<file path="config.mk">
export PLATFORM = sky130hd
export DESIGN_NAME = palindrome_stream_gen_flat
export DESIGN_NICKNAME = d
export VERILOG_FILES = /design/src/rtl/palindrome_pkg.sv /design/src/rtl/palindrome_stream_gen_if.sv /design/src/rtl/palin_digit_sel.sv /design/src/rtl/palindrome_stream_gen.sv /design/src/flat_wrapper.sv
export SDC_FILE = /design/constraint.sdc
export NUM_CORES = 1
export LEC_CHECK = 0
export ABC_AREA = 1
export BUFFER_PORTS_ARGS = -buffer_cell sky130_fd_sc_hd__buf_2
export CAP_MARGIN = 15
export CORE_MARGIN = 2
export CORE_UTILIZATION = 30
export CTS_BUF_LIST = sky130_fd_sc_hd__clkbuf_8 sky130_fd_sc_hd__clkbuf_16
export CTS_CLUSTER_SIZE = 24
export DETAILED_ROUTE_END_ITERATION = 8
export MAX_ROUTING_LAYER = met4
export PLACE_DENSITY_LB_ADDON = 0.1
export SETUP_SLACK_MARGIN = 0.05
export SLEW_MARGIN = 20
export SYNTH_ARGS = -nofsm -noshare
export SYNTH_HDL_FRONTEND = slang
export SYNTH_SLANG_ARGS = --single-unit
</file>
<file path="constraint.sdc">
create_clock -name clk -period 4.19 [get_ports clk]
set_clock_uncertainty 0.1 [all_clocks]
set_input_delay 0.6285 -clock clk [delete_from_list [all_inputs] [get_ports clk]]
set_output_delay 0.6285 -clock clk [all_outputs]
set_load 0.05 [all_outputs]
</file>
<file path="src/rtl/palindrome_pkg.sv">
// Shared constants for the palindrome stream generator and detector.
// Latency: n/a (declarations only).
// Backpressure: n/a.
package palindrome_pkg;

  // Digit geometry
  localparam int DIGIT_W     = 4;
  localparam int MAX_DIGITS  = 16;
  localparam int SEED_DIGITS = 8;
  localparam int LEN_W       = 5;
  localparam int SEED_W      = SEED_DIGITS * DIGIT_W;
  localparam int SEQ_W       = MAX_DIGITS * DIGIT_W;

  // Sequencer states, kept as plain constants so legacy blocks can share them
  localparam logic [1:0] ST_IDLE = 2'd0;
  localparam logic [1:0] ST_SEND = 2'd1;
  localparam logic [1:0] ST_DONE = 2'd2;

  // Applied to the final digit in corrupt mode so first != last
  localparam logic [DIGIT_W-1:0] CORRUPT_MASK = 4'h1;

  // Request captured when a start is accepted
  typedef struct packed {
    logic [LEN_W-1:0]  len;
    logic [SEED_W-1:0] seed;
    logic              mode;
  } req_t;

  // A length is usable when it names at least one digit and fits the word
  function automatic logic len_is_valid(input logic [LEN_W-1:0] l);
    return (l != '0) && (l <= LEN_W'(MAX_DIGITS));
  endfunction

endpackage

</file>
<file path="src/rtl/palindrome_stream_gen_if.sv">
// Digit stream between generator (master) and detector A input (slave).
// Latency: wires only.
// Backpressure: a_ready from slave; master holds a_valid/a_data until taken.
interface palindrome_stream_gen_if;
  import palindrome_pkg::*;

  logic               a_valid;
  logic               a_ready;
  logic [DIGIT_W-1:0] a_data;

  modport master (output a_valid, output a_data, input a_ready);
  modport slave  (input a_valid, input a_data, output a_ready);

endinterface

</file>
<file path="src/rtl/palin_digit_sel.sv">
// Maps a digit position to its value: seed half, mirrored half, optional corruption.
// Latency: combinational.
// Backpressure: none; caller holds index steady while stalled.
module palin_digit_sel
  import palindrome_pkg::*;
(
  input  req_t               req,
  input  logic [LEN_W-1:0]   index,
  output logic [DIGIT_W-1:0] digit
);

  logic [LEN_W:0]     len_p1;
  logic [LEN_W-1:0]   half;
  logic [LEN_W-1:0]   src;
  logic [DIGIT_W-1:0] raw;
  logic               is_last;

  // Resolve which seed digit feeds this position and apply corruption
  always_comb begin
    len_p1  = {1'b0, req.len} + {{LEN_W{1'b0}}, 1'b1};
    half    = len_p1[LEN_W:1];
    // Positions past the midpoint mirror back onto the seed half
    if (index < half) begin
      src = index;
    end else begin
      src = req.len - LEN_W'(1) - index;
    end
    raw = '0;
    for (int i = 0; i < SEED_DIGITS; i++) begin
      if (src == LEN_W'(i)) begin
        raw = req.seed[SEED_W-1-i*DIGIT_W -: DIGIT_W];
      end
    end
    is_last = (index == req.len - LEN_W'(1));
    // A single-digit sequence is its own mirror, so it is never corrupted
    if (req.mode && (req.len >= LEN_W'(2)) && is_last) begin
      digit = raw ^ CORRUPT_MASK;
    end else begin
      digit = raw;
    end
  end

endmodule

</file>
<file path="src/rtl/palindrome_stream_gen.sv">
// Expands a half seed into a palindrome (or near-miss) and streams it MSB-first.
// Latency: first beat 1 cycle after accepted start; done 1 cycle after last beat.
// Backpressure: holds a_valid/a_data while a_ready is low; start ignored while busy.
module palindrome_stream_gen
  import palindrome_pkg::*;
(
  input  logic                  clk,
  input  logic                  reset,
  input  logic                  start,
  input  logic [LEN_W-1:0]      len,
  input  logic [SEED_W-1:0]     seed,
  input  logic                  mode,
  palindrome_stream_gen_if.master a_if,
  output logic                  busy,
  output logic                  done,
  output logic                  err,
  output logic [SEQ_W-1:0]      seq_out
);

  logic [1:0]         state;
  req_t               req_q;
  logic [LEN_W-1:0]   index;
  logic               err_q;
  logic [SEQ_W-1:0]   seq_q;
  logic [DIGIT_W-1:0] digit;
  logic               sending;
  logic               xfer;
  logic               accept;
  logic               reject;
  logic               last_beat;

  palin_digit_sel u_digit_sel (
    .req   (req_q),
    .index (index),
    .digit (digit)
  );

  // Decode handshake and request qualification
  always_comb begin
    sending   = (state == ST_SEND);
    xfer      = sending && a_if.a_ready;
    accept    = (state == ST_IDLE) && start && len_is_valid(len);
    reject    = (state == ST_IDLE) && start && !len_is_valid(len);
    last_beat = (index == req_q.len - LEN_W'(1));
  end

  // Sequencer: IDLE -> SEND on a good start, SEND -> DONE on the last beat
  always_ff @(posedge clk or posedge reset) begin
    if (reset) begin
      state <= ST_IDLE;
    end else begin
      case (state)
        ST_IDLE: if (accept) state <= ST_SEND;
        ST_SEND: if (xfer && last_beat) state <= ST_DONE;
        ST_DONE: state <= ST_IDLE;
        default: state <= ST_IDLE;
      endcase
    end
  end

  // Capture the request once so later input changes cannot disturb the stream
  always_ff @(posedge clk or posedge reset) begin
    if (reset) begin
      req_q <= '0;
    end else if (accept) begin
      req_q <= '{len: len, seed: seed, mode: mode};
    end
  end

  // Digit position: restarts on accept, steps on every transfer
  always_ff @(posedge clk or posedge reset) begin
    if (reset) begin
      index <= '0;
    end else if (accept) begin
      index <= '0;
    end else if (xfer) begin
      index <= index + LEN_W'(1);
    end
  end

  // Assemble emitted digits MSB-aligned; held through IDLE until the next accept
  always_ff @(posedge clk or posedge reset) begin
    if (reset) begin
      seq_q <= '0;
    end else if (accept) begin
      seq_q <= '0;
    end else if (xfer) begin
      for (int i = 0; i < MAX_DIGITS; i++) begin
        if (index == LEN_W'(i)) begin
          seq_q[SEQ_W-1-i*DIGIT_W -: DIGIT_W] <= digit;
        end
      end
    end
  end

  // One-cycle error flag for a start carrying an unusable length
  always_ff @(posedge clk or posedge reset) begin
    if (reset) begin
      err_q <= 1'b0;
    end else begin
      err_q <= reject;
    end
  end

  // Outputs are straight decodes of registered state
  always_comb begin
    a_if.a_valid = sending;
    a_if.a_data  = sending ? digit : '0;
    busy         = (state != ST_IDLE);
    done         = (state == ST_DONE);
    err          = err_q;
    seq_out      = seq_q;
  end

endmodule

</file>
<file path="src/flat_wrapper.sv">
// flat-port wrapper written by rule: the top's interface ports become plain ports
module palindrome_stream_gen_flat import palindrome_pkg::*;
  (clk, reset, start, len, seed, mode, busy, done, err, seq_out, a_if_a_valid, a_if_a_data, a_if_a_ready);
  palindrome_stream_gen_if a_if_i ();
  input  logic clk;
  input  logic reset;
  input  logic start;
  input  logic [LEN_W-1:0] len;
  input  logic [SEED_W-1:0] seed;
  input  logic mode;
  output logic busy;
  output logic done;
  output logic err;
  output logic [SEQ_W-1:0] seq_out;
  output wire logic [$bits(a_if_i.a_valid)-1:0] a_if_a_valid;
  output wire logic [$bits(a_if_i.a_data)-1:0] a_if_a_data;
  input wire logic [$bits(a_if_i.a_ready)-1:0] a_if_a_ready;
  assign a_if_a_valid = a_if_i.a_valid;
  assign a_if_a_data = a_if_i.a_data;
  assign a_if_i.a_ready = a_if_a_ready;
  palindrome_stream_gen u_core (.clk(clk), .reset(reset), .start(start), .len(len), .seed(seed), .mode(mode), .a_if(a_if_i), .busy(busy), .done(done), .err(err), .seq_out(seq_out));
endmodule
</file>
==> flow_summary.ini <==
[die]
fp.dieW_um = 142
ios = 114
design.die.area_mm2 = 0.0201
start_util_pct = 30.5
rows = 50
die_y_um = 142
core_mm2 = 0.0187

[worst_setup_path]
crit_fanout = 8
r2r_start = u_core.req_q[34]$_DFFE_PP0P_
ff2ff_path_depth = 18
r2r_slack_ns = 0.98
cp.arrival_ns = 3.22
crit_type = flop to output pin
crit_path_start_kind = flop
crit-reg2reg-capture = u_core.seq_out[17]$_DFFE_PP0P_
cp_slowest_stage_delay_ns = 0.45
crit_path_end_kind = output pin
crit_path_top_delay_cell = dfrtp_2
path_cells = nand3_1, nor2_1, nand2_1, ha_1, a21oi_4, nand3_4, nand2_2, nand2_2, a21oi_4, inv_4, nor3b_4, nand2_2, nand4_4, nand2_2, nand2_4, nand2_2, nor2_2, buf_6
cp_top_family = simple AND/OR/NAND/NOR gates
path_buf_inv = 2
crit_required_ns = 3.46
cp_common_cell = nand2_2

[final_layout]
drive_above_1_share_pct = 24.0
areaGrowthSynthToFinish_pct = 22.6
final_net_count = 888
diodes = 0

[global_route]
use_met2_pct = 26.6
track_usage_pct = 16.8
grt_busiest_layer = met2
grt_use_met3_pct = 3.07
grt_pass1_wl_mm = 25.8
grt_overflow_total = 0
grt_max_degree = 97
use_met1_pct = 22.1
grt_pass1_vias = 5035
antenna_found_initial = 0

[clocking]
clk_latency_ns = 0.36
clkTransAtPathRegs_ns = 0.07
cts_buffer_depth = 2
cts_buffers = 9
hold_buffers = 0
cts_tree = yes
cts-htree-levels = 3
cts.sinks = 110
root_buffer = clkbuf_16

[synth]
ys_types = 36
synth_edf_count = 0
yosys-top-cells-area = dfrtp_1 48%, nand2_1 19%, nand4_1 4.9%
synthCells = 715
synthesis.area_mm2 = 0.00570
synthFlopType = dfrtp_1
synth_commonest_cells = 294 x nand2_1, 110 x dfrtp_1, 66 x inv_1, 48 x nand3_1, 45 x nand4_1
synth_top_area_share_pct = 48.3
synthMostInstantiatedCell = nand2_1
synth_top_area_cell = dfrtp_1
ys_seq_area_share_pct = 48.3
yosys_warnings = 0
postSynthNetCount = 774
synth.avg_cell_area_um2 = 7.98
ys_ff_latch = 110
synthArstFlopShare_pct = 100

[status]
outcome = complete, no violations

[run]
maxCapViolCount = 0

[timing]
hold_viol_final = 0
drv_slew = 0
slew-limit-headroom_pct = 33.0
tightest_slew_ns = 1.01
rsz0062_at_grt = false
fin_crit_ns = 3.95
fin_crit_sh_pct = 94.2
max_freq_mhz = 253
finalSetupViolations = 0
fin_tns_setup_ns = 0

[drt]
ant_nets = 0
drc = 0
vias = 5034
wl_per_cell_um = 15.1
vias_per_cell = 4.71
first_pass_iters = 4
drtIter0Drc = 296
wl_mm = 16.2

[place]
gp_congestion = 0.842
io_buffers = 113
dp.final_hpwl_mm = 11.4

[worst_hold_path]
hold_path_class = input port to asynchronous set/reset pin
## area by class of cell
type                    count  area [µm²]
flip-flops and latches    110        2760
fillers                  1955       11700
inverters                  69         265
well taps                 234         293
clock inverters             7        88.8
multi-input cells         510        2650
clock buffers               9         225
repair buffers            129         711
## worst max-delay path by stage
| stage | end | cells after the start | start |
|---|---|---|---|
| after detailed placement | a_if_a_data[0] | 20 | u_core.req_q[34]$_DFFE_PP0P_ |
| after floorplan | a_if_a_data[3] | 18 | u_core.req_q[33]$_DFFE_PP0P_ |
| final | a_if_a_data[0] | 18 | u_core.req_q[34]$_DFFE_PP0P_ |
| after CTS | a_if_a_data[0] | 20 | u_core.req_q[34]$_DFFE_PP0P_ |
| after global routing | a_if_a_data[1] | 19 | u_core.req_q[33]$_DFFE_PP0P_ |
| after global placement | a_if_a_data[0] | 20 | u_core.req_q[34]$_DFFE_PP0P_ |
## metal layers
layer | up-vias | share of wire [%]
li1 | 2500 | -
met4 | 0 | 1.3
met2 | 122 | 47
met3 | 11 | 4.0
met1 | 2401 | 48
met5 | - | 0
## through the flow
| stage | std cells | cell area, µm² | hold slack [ns] | setup slack, ns | utilization (%) |
|---|---|---|---|---|---|
| 3_5_place_dp | 1045 | 6480 | 0.360 | 0.453 | 34.7 |
| 4_1_cts | 1061 | 6800 | 0.335 | 0.0558 | 36.3 |
| 5_1_grt | 1068 | 6990 | 0.360 | 0.0238 | 37.4 |
| 3_3_place_gp | 1045 | 6480 | 0.356 | 0.525 | 34.7 |
| 2_1_floorplan | 715 | 5700 | 0.349 | 0.272 | - |
| 6_report | 1068 | 6990 | 0.302 | 0.242 | 37.4 |
## state kept, by name (all words and copies together), names as in the netlist
register        count
u_core.seq_out     64
u_core.req_q       38
u_core.err          1
u_core.index        5
u_core.state        2
## kinds of logic after synthesis
kind of cell	count (synthesis)	synth area share [%]
compound gates	31	3.33
xor+xnor	10	1.54
fa+ha+maj	17	3.86
buf+inv	95	7.33
flops	110	48.3
simple gates	452	35.7
## layout by cell type (no fill, tap or decap), types with 3 or more instances in the layout
cell	synthesis	routed
nor3_1	4	3
buf_4	2	15
buf_2	2	109
nand2_2	11	12
nor2_1	29	23
xor2_1	7	6
o21ai_0	18	18
clkbuf_16	0	9
dfrtp_1	110	107
dfrtp_2	0	3
nor2_2	5	8
nor2_4	1	4
nand2_1	294	290
inv_1	66	66
nand2_4	5	8
buf_6	4	4
nand3_1	48	47
nand4_1	45	45
ha_1	16	13
and3_1	3	3
xnor2_1	3	3
a21oi_1	7	5
## timing repair
| item | in CTS | in global routing |
|---|---|---|
| endpoints found under the setup margin | 0 | 4 |
| setup buffers | 0 | 7 |
| gates resized for setup | 0 | 43 |
Power is not shown: default switching activity piles up to over one toggle a cycle in this logic, so the estimate is an artifact.
